[src/rtl/lockpick_key_feeder.sv]
// lockpick_key_feeder: host byte FIFO plus attempt sequencer for the lockpick
// game core. It sends start once, streams 64 key bytes per attempt (key A then
// key B), retries on an error status, and stops on a win, a lockout or a lost game.
// Optional: define LOCKPICK_FEEDER_CKSUM_EN to build the per-attempt XOR checksum;
// without it cksum reads 0x00.
module lockpick_key_feeder #(
  parameter int DEPTH = 8
) (
  input  logic       clk,
  input  logic       rst,
  input  logic       go,
  input  logic       flush,
  input  logic       in_valid,
  input  logic [7:0] in_data,
  output logic       in_ready,
  output logic       start,
  output logic       input_enable,
  output logic [7:0] input_data,
  input  logic       game_output_valid,
  input  logic [1:0] game_status,
  output logic       done,
  output logic [1:0] result,
  output logic [1:0] attempt,
  output logic [7:0] cksum
);
  localparam int AW = (DEPTH > 1) ? $clog2(DEPTH) : 1;
  localparam logic [AW:0] FULL = (AW+1)'(DEPTH);
  localparam logic [6:0]  KEY_BYTES = 7'd64;

  localparam logic [2:0] S_IDLE    = 3'd0;
  localparam logic [2:0] S_START   = 3'd1;
  localparam logic [2:0] S_FEED    = 3'd2;
  localparam logic [2:0] S_WAIT_HI = 3'd3;
  localparam logic [2:0] S_WAIT_LO = 3'd4;

  logic [7:0]    mem [DEPTH];
  logic [AW-1:0] wr_ptr, rd_ptr;
  logic [AW:0]   count;
  logic [2:0]    state;
  logic [6:0]    sent;
  logic          push, pop;
  logic [7:0]    pop_byte;

  // flush wins over a same-cycle push; pops only happen while streaming
  assign in_ready = (count != FULL);
  assign push     = in_valid && in_ready && !flush;
  assign pop      = (state == S_FEED) && (count != '0) && (sent < KEY_BYTES) && !flush;
  assign pop_byte = mem[rd_ptr];

  // FIFO storage: data only, no reset needed
  always_ff @(posedge clk) begin
    if (push) mem[wr_ptr] <= in_data;
  end

  // FIFO pointers and occupancy
  always_ff @(posedge clk or negedge rst) begin
    if (!rst) begin
      wr_ptr <= '0;
      rd_ptr <= '0;
      count  <= '0;
    end else if (flush) begin
      wr_ptr <= '0;
      rd_ptr <= '0;
      count  <= '0;
    end else begin
      if (push) wr_ptr <= (wr_ptr == AW'(DEPTH-1)) ? '0 : wr_ptr + AW'(1);
      if (pop)  rd_ptr <= (rd_ptr == AW'(DEPTH-1)) ? '0 : rd_ptr + AW'(1);
      case ({push, pop})
        2'b10:   count <= count + (AW+1)'(1);
        2'b01:   count <= count - (AW+1)'(1);
        default: count <= count;
      endcase
    end
  end

  // attempt sequencer: start pulse, byte stream, result-burst handling
  always_ff @(posedge clk or negedge rst) begin
    if (!rst) begin
      state        <= S_IDLE;
      sent         <= '0;
      attempt      <= '0;
      result       <= '0;
      start        <= 1'b0;
      input_enable <= 1'b0;
      input_data   <= '0;
      done         <= 1'b0;
    end else begin
      start        <= 1'b0;
      input_enable <= 1'b0;
      done         <= 1'b0;
      if (flush) begin
        state   <= S_IDLE;
        sent    <= '0;
        attempt <= '0;
      end else begin
        case (state)
          S_IDLE: if (go) begin
            attempt <= '0;
            result  <= '0;
            sent    <= '0;
            start   <= 1'b1;
            state   <= S_START;
          end
          S_START: state <= S_FEED;
          S_FEED: if (pop) begin
            input_enable <= 1'b1;
            input_data   <= pop_byte;
            sent         <= sent + 7'd1;
            if (sent == KEY_BYTES - 7'd1) state <= S_WAIT_HI;
          end
          S_WAIT_HI: if (game_output_valid) state <= S_WAIT_LO;
          S_WAIT_LO: if (!game_output_valid) begin
            if (game_status == 2'b01) begin
              // game re-enters key-A entry on its own, so no start here
              if (attempt != 2'd3) attempt <= attempt + 2'd1;
              sent  <= '0;
              state <= S_FEED;
            end else begin
              // 10 win, 11 lockout, 00 lost: status maps straight onto result
              result <= game_status;
              done   <= 1'b1;
              state  <= S_IDLE;
            end
          end
          default: state <= S_IDLE;
        endcase
      end
    end
  end

`ifdef LOCKPICK_FEEDER_CKSUM_EN
  logic ck_clr;
  assign ck_clr = ((state == S_IDLE) && go) ||
                  ((state == S_WAIT_LO) && !game_output_valid && (game_status == 2'b01));

  // running XOR of the bytes sent in the current attempt
  always_ff @(posedge clk or negedge rst) begin
    if (!rst)                cksum <= '0;
    else if (flush || ck_clr) cksum <= '0;
    else if (pop)            cksum <= cksum ^ pop_byte;
  end
`else
  assign cksum = 8'h00;
`endif

endmodule
[config.mk]
export PLATFORM = sky130hd
export DESIGN_NAME = lockpick_key_feeder
export DESIGN_NICKNAME = d
export VERILOG_FILES = /design/src/rtl/lockpick_key_feeder.sv
export SDC_FILE = /design/constraint.sdc
export NUM_CORES = 1
export LEC_CHECK = 0
export CAP_MARGIN = 10
export CORE_MARGIN = 2
export CORE_UTILIZATION = 57
export CTS_CLUSTER_SIZE = 24
export DETAILED_ROUTE_END_ITERATION = 10
export PLACE_DENSITY = 0.79
export SYNTH_ARGS = -nofsm -noshare
export SYNTH_HDL_FRONTEND = slang
export SYNTH_SLANG_ARGS = --single-unit
[constraint.sdc]
create_clock -name clk -period 2.7 [get_ports clk]
set_input_delay 0.54 -clock clk [delete_from_list [all_inputs] [get_ports clk]]
set_output_delay 0.54 -clock clk [all_outputs]
set_load 0.005 [all_outputs]
# After elaboration in Yosys (flattened, before gate mapping)
# Memory sizes are Yosys's and may differ from the RTL's. A register that Yosys moved wholly into a read port is not among the register bits.
# Cells that the tools add are included.
[totals]
register_bits = 27
ramBits = 64
inputBits = 16
mem_count = 1
[classes]
addsub = 6
order_cmp = 1
eq_ne = 22
mux = 43
bitwise_logic = 1
reduce_logical = 20
[mem_list]
columns = ["memory", "depth", "word_bits", "read_ports", "rd_clocked_by_memory_dff", "wr", "line_no", "text"]
rows = [
  ["mem", 8, 8, 1, 1, 1, "36", "logic [7:0] mem [DEPTH];"],
]
[ops]
columns = ["cell", "count"]
rows = [
  ["$mux W3", 12],
  ["$mux W7", 5],
  ["$pmux W7 S3", 1],
  ["$reduce_and A5 Y1", 4],
  ["$ne A3 B3 Y1 const B", 6],
  ["$mux W2", 8],
  ["$pmux W3 S5", 1],
  ["$mux W1", 12],
  ["$eq A3 B3 Y1 const B", 3],
  ["$ne A2 B2 Y1 const B", 4],
  ["$pmux W2 S2", 2],
  ["$pmux W4 S2", 1],
  ["$reduce_bool A4 Y1", 2],
  ["$add A7 B1 Y7 const B", 1],
  ["$eq A7 B6 Y1 const B", 1],
  ["$lt A7 B7 Y1 const B", 1],
  ["$add A3 B1 Y3 const B", 2],
  ["$eq A3 B2 Y1 const B", 2],
  ["$reduce_bool A2 Y1", 3],
  ["$reduce_bool A3 Y1", 2],
  ["$logic_and A1 B1 Y1", 5],
  ["$add A4 B1 Y4 const B", 1],
  ["$eq A2 B1 Y1 const B", 2],
  ["$mux W4", 1],
  ["10 further kinds", 11],
]

# Longest topological paths before layout
[logic_depth]
word_depth = 7
depth_mapped = 10

# Worst setup path before layout
# OpenSTA, ideal clock, no wires.
[synth_path]
path_kind = "register to register"
from = "register count[1]"
to = "register count[3]"
arrival_ns = 2.418
required_time_ns = 2.631
setup_slack_ns = 0.213
path_stages_with_launch = 10
n_path_buf = 1
synth_period_minus_slack_ns = 2.487
path_cell_list = "dfrtp_1 -> or4b_1 -> and2_0 -> clkbuf_1 -> nor2_1 -> ha_1 -> a21oi_1 -> nand4_1 -> a211o_1 -> nand3_1"
[synth_between]
elab_cells_between_ends = 14
[synth_rtl]
columns = ["element", "line_no", "text"]
rows = [
  ["start, declared", "38", "logic [AW:0] count;"],
  ["start signal, assigned", "69", "2'b10: count <= count + (AW+1)'(1);"],
  ["start signal, assigned", "70", "2'b01: count <= count - (AW+1)'(1);"],
  ["start signal, assigned", "71", "default: count <= count;"],
  ["$ne A4 B4 Y1 *", "45", "assign in_ready = (count != FULL);"],
  ["via in_ready", "15", "output logic in_ready,"],
  ["$logic_and A1 B1 Y1 * (2 in a row)", "46", "assign push = in_valid && in_ready && !flush;"],
  ["$eq A2 B1 Y1 / $eq A2 B2 Y1 (equally long branches)", "68", "case ({push, pop})"],
  ["$pmux W4 S2", "68", ""],
  ["$mux W4", "61", "end else if (flush) begin"],
]
# The timed path passes the listed nets; every way through them passes the cells marked *.
# A chain may end at the register's enable or synchronous reset.

# Worst setup path after layout
[layout_path]
from = "register count[1]"
to = "register count[3]"
[layout_between]
elab_chain_len = 7
elab_cells_between_ends = 14
[layout_lines]
columns = ["element", "line_no", "text"]
rows = [
  ["$reduce_bool A4 Y1", "47", "assign pop = (state == S_FEED) && (count != '0) && (sent < KEY_BYTES) && !flush;"],
  ["$logic_and A1 B1 Y1 (3 in a row)", "47", ""],
  ["$eq A2 B1 Y1 / $eq A2 B2 Y1 (equally long branches)", "68", ""],
  ["$pmux W4 S2", "68", ""],
  ["$mux W4", "61", ""],
]
# Parallel ways exist; a longest one is shown, timed or not.

==> load_flow_metrics.sql <==
INSERT INTO impl_metrics (metric_group, metric, value, unit) VALUES
('logic_synthesis', 'flop_and_latch_count_out_of_synthesis', '99', ''),
('cells_and_area', 'share_of_layout_cells_above_drive_strength_1', '0.179', ''),
('logic_synthesis', 'yosys.cell_types.count', '57', ''),
('timing', 'maxSlewHeadroom', '0.475', ''),
('floorplan', 'placeableCoreArea', '7290', 'um2'),
('global_routing', 'grt_pass1_vias', '2482', ''),
('cells_and_area', 'layout-area-overhead-vs-synth', '15.8', '%'),
('timing', 'final-max-slew-violation-count', '0', ''),
('timing', 'post-route-worst-setup-slack', '0.198', 'ns'),
('place', 'dp.final_hpwl', '5.18', 'mm'),
('floorplan', 'top_level_ports', '40', ''),
('critical_path', 'cpPeakStageDelay', '0.60', 'ns'),
('clocking', 'cts_made_buffers', '9', ''),
('clocking', 'clock_tree_from_tritoncts', 'yes', ''),
('job', 'max_cap_viol_count', '0', ''),
('logic_synthesis', 'post_synth_edffs', '64', ''),
('clocking', 'clock-root-buffer', 'clkbuf_8', ''),
('timing', 'fin_tns_setup', '0', 'ns'),
('logic_synthesis', 'postSynth.topFlopCell', 'edfxtp_1', ''),
('critical_path', 'critical_path.n_buffers_inverters', '0', ''),
('global_routing', 'grt_start_max_net_pins', '36', ''),
('floorplan', 'die_width', '90.8', 'um'),
('drt', 'post-route-drc-count', '0', ''),
('critical_path', 'critical_path.reg2reg.startpoint', 'count[1]$_DFFE_PN0P_', ''),
('logic_synthesis', 'yosysWarnings', '0', ''),
('critical_path', 'criticalPathCategory', 'reg2reg', ''),
('critical_path', 'arrival', '2.80', 'ns'),
('timing', 'layout_min_cycle_time', '2.50', 'ns'),
('global_routing', 'gr-total-overflow', '0', ''),
('clocking', 'skew_pair_late_insertion_delay', '0.36', 'ns'),
('global_routing', 'grt_antenna_before_repair', '0', ''),
('power_and_ir_drop', 'worst_vdd_rail_ir_drop', '634', 'uV'),
('critical_path', 'crit_family', 'simple AND/OR/NAND/NOR gates', ''),
('power_and_ir_drop', 'leakage', '0.00181', 'uW'),
('clocking', 'clk_path_buf_depth', '2', ''),
('logic_synthesis', 'synth_area_per_cell', '14.9', 'um2'),
('critical_path', 'critPathLaunchType', 'register', ''),
('outcome', 'run_status', 'finished, final reports clean', ''),
('drt', 'first_pass_iters', '4', ''),
('timing', 'maxClockFrequency', '0.400', 'GHz'),
('critical_path', 'worst_setup_path_startpoint', 'count[1]$_DFFE_PN0P_', ''),
('clocking', 'cts.hold.buffers_added', '0', ''),
('drt', 'wl', '7.62', 'mm'),
('power_and_ir_drop', 'power.total', '3740', 'uW'),
('place', 'io_buffers', '31', ''),
('logic_synthesis', 'synth-seq-area-share', '0.652', ''),
('cells_and_area', 'layout_nets', '360', ''),
('power_and_ir_drop', 'pwr_density_cell', '753', 'nW/um2'),
('floorplan', 'die_area', '8240', 'um2'),
('worst_hold_path', 'min_path_type', 'reg2reg', ''),
('timing', 'worst_clock_skew', '0.00818', 'ns'),
('critical_path', 'worst_ep_required_time', '3.00', 'ns'),
('logic_synthesis', 'cell_count_after_synthesis', '289', ''),
('cells_and_area', 'n_fill_cell', '541', ''),
('critical_path', 'crit_chain', 'or4b_1 -> and2_0 -> nor2_1 -> ha_1 -> a21oi_1 -> nand4_1 -> a211o_1 -> nand3_1', ''),
('timing', 'final.hold.worst_slack', '0.495', 'ns'),
('drt', 'drt-initial-drc-count', '139', ''),
('place', 'routabilityCongestion', '0.826', ''),
('clocking', 'cts.clk_slew.worst_paths', '0.10', 'ns'),
('timing', 'rsz0062_at_grt', 'no', ''),
('critical_path', 'max_fanout_on_critical_path', '5', ''),
('cells_and_area', 'antenna_cells', '0', ''),
('floorplan', 'placement_rows', '31', ''),
('timing', 'layout_worst_path_cycle_share', '0.927', ''),
('clocking', 'htree_levels', '3', ''),
('clocking', 'tritoncts_num_sinks', '99', ''),
('clocking', 'cts_repair_resize_count', '0', ''),
('place', 'dpl_worst_slack', '0.105', 'ns'),
('critical_path', 'crit_path_top_delay_cell', 'or4b_1', ''),
('logic_synthesis', 'ys_async_sr_fraction', '0.354', ''),
('drt', 'final_routed_wire_length_divided_by_cell_count', '17.3', 'um');
==> final timing paths <==
kind,slack [ns],endpoint,depth (start not counted)
worst max-delay path,0.20,count[3]$_DFFE_PN0P_,8
min in group asynchronous,0.59,result[1]$_DFFE_PN0P_,2
worst max register to register,0.20,count[3]$_DFFE_PN0P_,8
worst min-delay path,0.50,sent[5]$_DFFE_PN0P_,1
max in group asynchronous,1.80,wr_ptr[0]$_DFFE_PN0P_,2
worst min register to register,0.50,sent[5]$_DFFE_PN0P_,1
==> flip-flops by register name (all words and copies together), names as in the netlist, 2 cells and up <==
name / flops
state: 3
count: 4
result: 2
input_data: 8
sent: 7
mem: 64
rd_ptr: 3
attempt: 2
wr_ptr: 3
==> logic make-up (layout without fill, tap and decap cells) <==
| logic type | count (synthesis) | count (layout) | synth area share |
|---|---|---|---|
| buffers and inverters | 23 | 68 | 0.0300 |
| DFF | 99 | 99 | 0.652 |
| xor gates and xnor gates | 5 | 5 | 0.0102 |
| adders and majority gates | 8 | 8 | 0.0251 |
| other | 1 | 8 | 0.000874 |
| and+or+nand+nor | 84 | 84 | 0.108 |
| muxes | 28 | 28 | 0.112 |
| AOI/OAI and AO/OA | 41 | 41 | 0.0621 |
==> worst reg2reg max path, stage by stage, from the launching register on <==
cell and delay [ns]:
dfrtp_1 0.45, or4b_1 0.60, and2_0 0.20, nor2_1 0.20, ha_1 0.31, a21oi_1 0.18
nand4_1 0.13, a211o_1 0.30, nand3_1 0.08
==> cells in the mapped netlist (all sizes together) (6+ instances only) <==
| cell | instances | area (um2) |
|---|---|---|
| edfxtp | 64 | 1920 |
| dfrtp | 35 | 876 |
| nor2 | 28 | 105 |
| a21oi | 18 | 90.1 |
| mux4 | 16 | 360 |
| buf | 15 | 93.8 |
| nand2 | 15 | 66.3 |
| mux2i | 11 | 110 |
| ha | 7 | 87.6 |
| nand3 | 7 | 35.0 |
| o21ai | 7 | 35.0 |
| nor3 | 6 | 30.0 |
==> through the flow <==
| stage | std cells | area [um2] | utilization |
|---|---|---|---|
| CTS | 440 | 4970 | 0.682 |
| global route | 440 | 4970 | 0.682 |
| floorplan | 296 | 4320 | - |
| finish | 440 | 4970 | 0.682 |
| global placement | 424 | 4780 | 0.655 |
| detailed placement | 424 | 4780 | 0.655 |
==> layout by cell type (no fill, tap or decap), drive strengths merged, types with 8 or more instances in the layout <==
cell type | netlist | final
a21oi | 18 | 18
buf | 15 | 18
nor2 | 28 | 28
dfrtp | 35 | 35
mux2i | 11 | 11
clkbuf | 5 | 9
nand2 | 15 | 15
clkdlybuf4s50 | 0 | 31
edfxtp | 64 | 64
conb | 1 | 8
mux4 | 16 | 16
==> layer usage <==
| layer | track usage | wire length [um] | up-vias | share of wire |
|---|---|---|---|---|
| met5 | 0 | 0 | - | 0 |
| met4 | 0.0429 | 48 | 0 | 0.0063 |
| met3 | 0.0459 | 505 | 4 | 0.066 |
| met2 | 0.330 | 3790 | 78 | 0.50 |
| met1 | 0.276 | 3280 | 1250 | 0.43 |
| li1 | - | - | 1183 | - |
==> report_power, final <==
part / internal, uW / leakage [uW] / total [uW] / switching (uW)
registers: 1760 / 0.00104 / 1860 / 108
clock network: 361 / 0.000100 / 910 / 549
logic: 502 / 0.000673 / 967 / 465
==> layout make-up <==
cell class                 instances  area, um2  area share
sequential                        99       2800       0.563
multi-input combinational        174       1390       0.280
timing repair buffer              49        445      0.0896
clock buffer                       9        124      0.0249
tap                               99        124      0.0249
clock inverter                     7       70.1      0.0141
inverter                           3       16.3     0.00327
(Power assumes the default switching activity.)
==> RTL edit 1 (same settings) <==
`DEPTH`: 8 -> 16.
--- a/src/rtl/lockpick_key_feeder.sv
+++ b/src/rtl/lockpick_key_feeder.sv
@@ -5,5 +5,5 @@
 // without it cksum reads 0x00.
 module lockpick_key_feeder #(
-  parameter int DEPTH = 8
+  parameter int DEPTH = 16
 ) (
   input  logic       clk,
Function: changed (Yosys sat finds a counterexample within 10 cycles, from zero or initial values and one cycle with rst low).
==> RTL edit 1 against the unedited design <==
The run now ends with negative setup slack left; design area up 66%; synthesized cell count up 51%; total power up 64%; routed wire length up 86%; worst setup slack worse by 0.20 ns; first-iteration DRC count rose to 2.8 times the old value; count of clock-buffer cells in the layout up 9; synthesized area up 63%; sequential cell count up 67; critical path depth up 3; critical endpoint is now count[4]$_DFFE_PN0P_; largest cell class unchanged; largest power group unchanged.
==> RTL edit 1: results (changes against the unedited design) <==
| Metric | Value |
|---|---|
| Largest net degree at the start of global routing | `39 (+8.3%)` |
| Non-clock buffers | `69 (+41%)` |
| WL final | `14200 um (+86%)` |
| Main area contributors after synthesis | `edfxtp_1 55%, dfrtp_1 14%, mux4_2 10%` |
| Layout Cells excl Fill | `659 (+50%)` |
| GRT Resource Usage Total | `23.8% (+3.8 points)` |
| Final non-clock buffer share | `7.30% (-1.7 points)` |
| Crit Path Max Fanout | `3 (-2)` |
| Storage cell area | `4800 um2 (+71%)` |
| Post-synth ARST share | `22.9% (-12 points)` |
| Post-synthesis mux area share | `12.7% (+1.5 points)` |
| RD Place Congestion | `0.793 (-4.0%)` |
| Top cells by count, synth | `128 x edfxtp_1, 38 x dfrtp_1, 32 x mux4_2` |
| GRT met1 Usage | `30.2% (+2.6 points)` |
| Multi-input logic area | `2060 um2 (+48%)` |
| Dpl cells | `628 (+48%)` |
| Switching portion of total power | `24.7% (-5.3 points)` |
| Vias in the first global route | `4196 (+69%)` |
| Hold Path Class | `in -> async` |
| Nonclk inv count | `13 (+10)` |
| Failing checks | `negative setup slack` |
| DP HPWL | `8550 um (+65%)` |
| Leak | `0.00292 uW (+62%)` |
| Worst Skew | `0.00759 ns (-0.000591 ns)` |
| Sequential element share of the synthesized area | `68.3% (+3.2 points)` |
| Setup WS post-layout | `-0.00534 ns (-0.203 ns)` |
| Via count | `4093 (+63%)` |
| Root buffer cell | `clkbuf_16` |
| Pre-CTS setup slack | `-0.545 ns (-0.650 ns)` |
| Cell area after placement | `7690 um2 (+61%)` |
| Multi-input gates | `233 (+34%)` |
| Met3 Resource Use GR | `5.11% (+0.52 points)` |
| Clock share of power | `36.8% (+13 points)` |
| Top Registers | `mem: 128 flops, input_data: 8 flops, sent: 7 flops` |
| Synth unique cells | `53 (-7.0%)` |
| Net count, final | `527 (+46%)` |
| Skew-Pair Late Insertion Delay | `0.42 ns (+0.06 ns)` |
| Worst-path clk slew | `0.06 ns (-0.04 ns)` |
| Fill count | `772 (+43%)` |
| CTS buffer count | `17 (+8)` |
| Combinational cell power | `917 uW (-5.2%)` |
| XOR/XNOR share of the synthesized area | `0.624% (-0.40 points)` |
| Max IR drop VDD | `593 uV (-6.5%)` |
| Final setup viols | `1 (+1)` |
| Clkbuf count | `18 (+9)` |
| Synth Area in Adders | `2.07% (-0.44 points)` |
| Worst Tran Pin Value | `0.888 ns (+0.101 ns)` |
| Post-synth EDFFs | `128 (+100%)` |
| Setup TNS | `-0.00534 ns (-0.00534 ns)` |
| Layout cells sized above 1 | `21.3% (+3.4 points)` |
| Post-Syn Instances | `436 (+51%)` |
| Clk tree area frac | `6.71% (+2.8 points)` |
| Global-route wire length before repair | `22700 um (+80%)` |
| DRT Pass-1 Iters | `6 (+2)` |
| Met2 GRT Util | `41.3% (+8.3 points)` |
| Status | `finished with violations` |
| Critical Path AT | `3.06 ns (+0.26 ns)` |
| Flip-flop and latch count | `166 (+68%)` |
## RTL edit 1: cell types whose count changed after synthesis, sizes merged, moves of 5 or more
cell and delta:
mux4 +16, nand2 +16, o21ai +5, edfxtp +64, nor2 -8, a21oi -6
mux2i +6, o221ai +9, a21o +5, inv +11, clkbuf +10
## RTL edit 1: timing repair
| action | 4_1_cts | 5_1_grt |
|---|---|---|
| endpoints found under the setup margin | 1 | 1 |
| hold buffers | 0 | 0 |
| pin swaps | 1 | 1 |
| gates resized for setup | 1 | 0 |
## RTL edit 1: path summary, 6_finish.rpt
path | from | slack (ns) | cells past startpoint | end
worst max-delay path | state[0]$_DFFE_PN0P_ | -0.005 | 11 | count[4]$_DFFE_PN0P_
worst min-delay path | rst | 0.24 | 1 | result[1]$_DFFE_PN0P_
worst max register to register | state[0]$_DFFE_PN0P_ | -0.005 | 11 | count[4]$_DFFE_PN0P_
max in group asynchronous | rst | 1.84 | 1 | rd_ptr[0]$_DFFE_PN0P_
min in group clk | result[0]$_DFFE_PN0P_ | 0.52 | 2 | result[0]$_DFFE_PN0P_
worst min register to register | result[0]$_DFFE_PN0P_ | 0.52 | 2 | result[0]$_DFFE_PN0P_
## RTL edit 1: critical path, stage by stage, from the launching register on
cell,delay [ns]
dfrtp_1,0.38
or4b_4,0.54
a211o_1,0.27
inv_2,0.08
nand2_4,0.06
inv_4,0.06
ha_4,0.20
nor2b_1,0.13
o21a_1,0.18
or4_1,0.40
a211o_1,0.27
nand3_1,0.08
## RTL edit 1: per-layer routing
| layer | wire length, um | vias to the layer above |
|---|---|---|
| met5 | 0 | - |
| met4 | 274 | 0 |
| met3 | 926 | 23 |
| met2 | 7510 | 191 |
| met1 | 5470 | 2061 |
| li1 | - | 1818 |
==> RTL edit 2 (same flow settings) <==
Made on the original files. Add a define of `LOCKPICK_FEEDER_CKSUM_EN`.
--- a/src/rtl/lockpick_key_feeder.sv
+++ b/src/rtl/lockpick_key_feeder.sv
@@ -4,4 +4,6 @@
 // Optional: define LOCKPICK_FEEDER_CKSUM_EN to build the per-attempt XOR checksum;
 // without it cksum reads 0x00.
+`define LOCKPICK_FEEDER_CKSUM_EN
+
 module lockpick_key_feeder #(
   parameter int DEPTH = 8
Check against the original RTL: not equivalent (a bounded check fails within 4 cycles, from zero or initial values and one cycle with rst low).
==> RTL edit 2 against the unedited design <==
Synthesized area increased by 9.5%; sequential cell count increased by 8; worst setup slack got worse by 0.073 ns; routed wire length grew 21%; design area increased by 12%; maximum frequency down 2.8%; worst hold slack lost 0.19 ns; highest routed layer unchanged; first-iteration DRC count rose by 23%; utilization rose by 0.46 points.
Power is not compared: it rests on default switching activity, and its combinational part moved more than twofold at a synthesized area within 25%.
==> RTL edit 2: results (changes against the unedited design) <==
| Metric | Value |
|---|---|
| Synth Area in Adders | `2.55% (+0.048 points)` |
| Nonclk inv count | `6 (+3)` |
| Worst Tran Pin Value | `0.945 ns (+0.158 ns)` |
| Crit Path Class | `reg -> reg` |
| Post-synth ARST share | `40.2% (+4.8 points)` |
| Max IR drop VDD | `318 uV` |
| Reg2reg setup slack | `0.12 ns (-0.07 ns)` |
| Reg-to-Reg Start | `count[1]$_DFFE_PN0P_` |
| GRT Resource Usage Total | `22.0% (+2.1 points)` |
| CP max stage delay | `0.57 ns (-0.03 ns)` |
| Dpl cells | `495 (+17%)` |
| Hold Path Class | `in -> async` |
| Main area contributors after synthesis | `edfxtp_1 41%, dfrtp_1 23%, mux2i_1 5.5%` |
| Post-CTS sizing | `0 (unchanged)` |
| Main synth FF type | `edfxtp_1` |
| Worst Skew | `0.0191 ns (+0.0110 ns)` |
| Via count | `3003 (+19%)` |
| Fill count | `570 (+5.4%)` |
| Synth Warn # | `0 (unchanged)` |
| CP delay by family, top | `compound AO/OA/AOI/OAI gates` |
| Routed length per instance | `18.0 um (+3.7%)` |
| Top cells by count, synth | `64 x edfxtp_1, 43 x dfrtp_1, 28 x nand2_1` |
| Sequential element share of the synthesized area | `63.8% (-1.4 points)` |
| DRT Pass-1 Iters | `4 (unchanged)` |
| Worst-path clk slew | `0.11 ns` |
| Number of antenna violations at the first check in global routing | `0 (unchanged)` |
| Storage cell area | `3000 um2 (+7.2%)` |
| Leak | `0.00210 uW` |
| Final non-clock buffer share | `10.5% (+1.5 points)` |
| WL final | `9200 um (+21%)` |
| Clk tree area frac | `3.56% (-0.34 points)` |
| Syn avg cell area | `13.7 um2 (-7.4%)` |
| H-tree levels | `3 (unchanged)` |
| Post-synth EDFFs | `64 (unchanged)` |
| Largest net degree at the start of global routing | `44 (+22%)` |
| Status | `complete, no violations` |
| Non-clock buffers | `65 (+33%)` |
| Most common cell after layout, fill and taps aside | `edfxtp_1` |
| Layout cells sized above 1 | `16.7% (-1.2 points)` |
| Critical Path AT | `2.89 ns (+0.09 ns)` |
| Multi-input gates | `213 (+22%)` |
| R2R cell count | `8 (unchanged)` |
| Multi-input combinational area share | `29.2% (+1.2 points)` |
| Flip-flop and latch count | `107 (+8.1%)` |
| DP HPWL | `6280 um (+21%)` |
| Complex-gate fraction of the synthesized area | `7.40% (+1.2 points)` |
| Mapped Area | `4700 um2 (+9.5%)` |
| CP max stage cell | `or4b_4` |
| Global-route wire length before repair | `14700 um (+16%)` |
| Cell area after placement | `5340 um2 (+12%)` |
| Port buffer count | `39 (+26%)` |
| Post-synthesis mux area share | `11.0% (-0.18 points)` |
| Crit Path Max Fanout | `3 (-2)` |
| Synth unique cells | `52 (-8.8%)` |
| XOR/XNOR share of the synthesized area | `0.905% (-0.12 points)` |
| DRT iter0 DRCs | `171 (+23%)` |
| Net count, final | `427 (+19%)` |
| Top Registers | `mem: 64 flops, cksum: 8 flops, input_data: 8 flops` |
| RR Endpoint | `count[3]$_DFFE_PN0P_` |
| RD Place Congestion | `0.875 (+5.9%)` |
## RTL edit 2: cell count changes in the layout (fill, tap and decap cells not counted), moves of 8 or more
cell	change
mux2i_1	+15
dfrtp_1	+8
nand2_1	+15
conb_1	-8
o21ai_0	+11
buf_4	+8
nor2_1	-10
## RTL edit 2: layer usage
metal	GRT usage, %	up-vias	share of wire, %
met2	35.9	91	49
met1	29.7	1493	45
met5	0	-	0
li1	-	1406	-
met4	6.76	0	1.3
met3	5.27	13	5.0
## RTL edit 2: stage by stage
step           utilization, %  hold slack, ns  setup slack [ns]
5_1_grt                  68.6           0.370            0.0134
4_1_cts                  68.5           0.326            0.0362
6_report                 68.6           0.310             0.124
2_1_floorplan               -           0.244           0.00658
3_5_place_dp             66.0           0.481            0.0587
3_3_place_gp             66.0           0.465             0.117
## RTL edit 2: power by group
group	internal [uW]	switching, uW
registers	1830	56.9
logic	251	229
clock network	366	592
total	2440	878
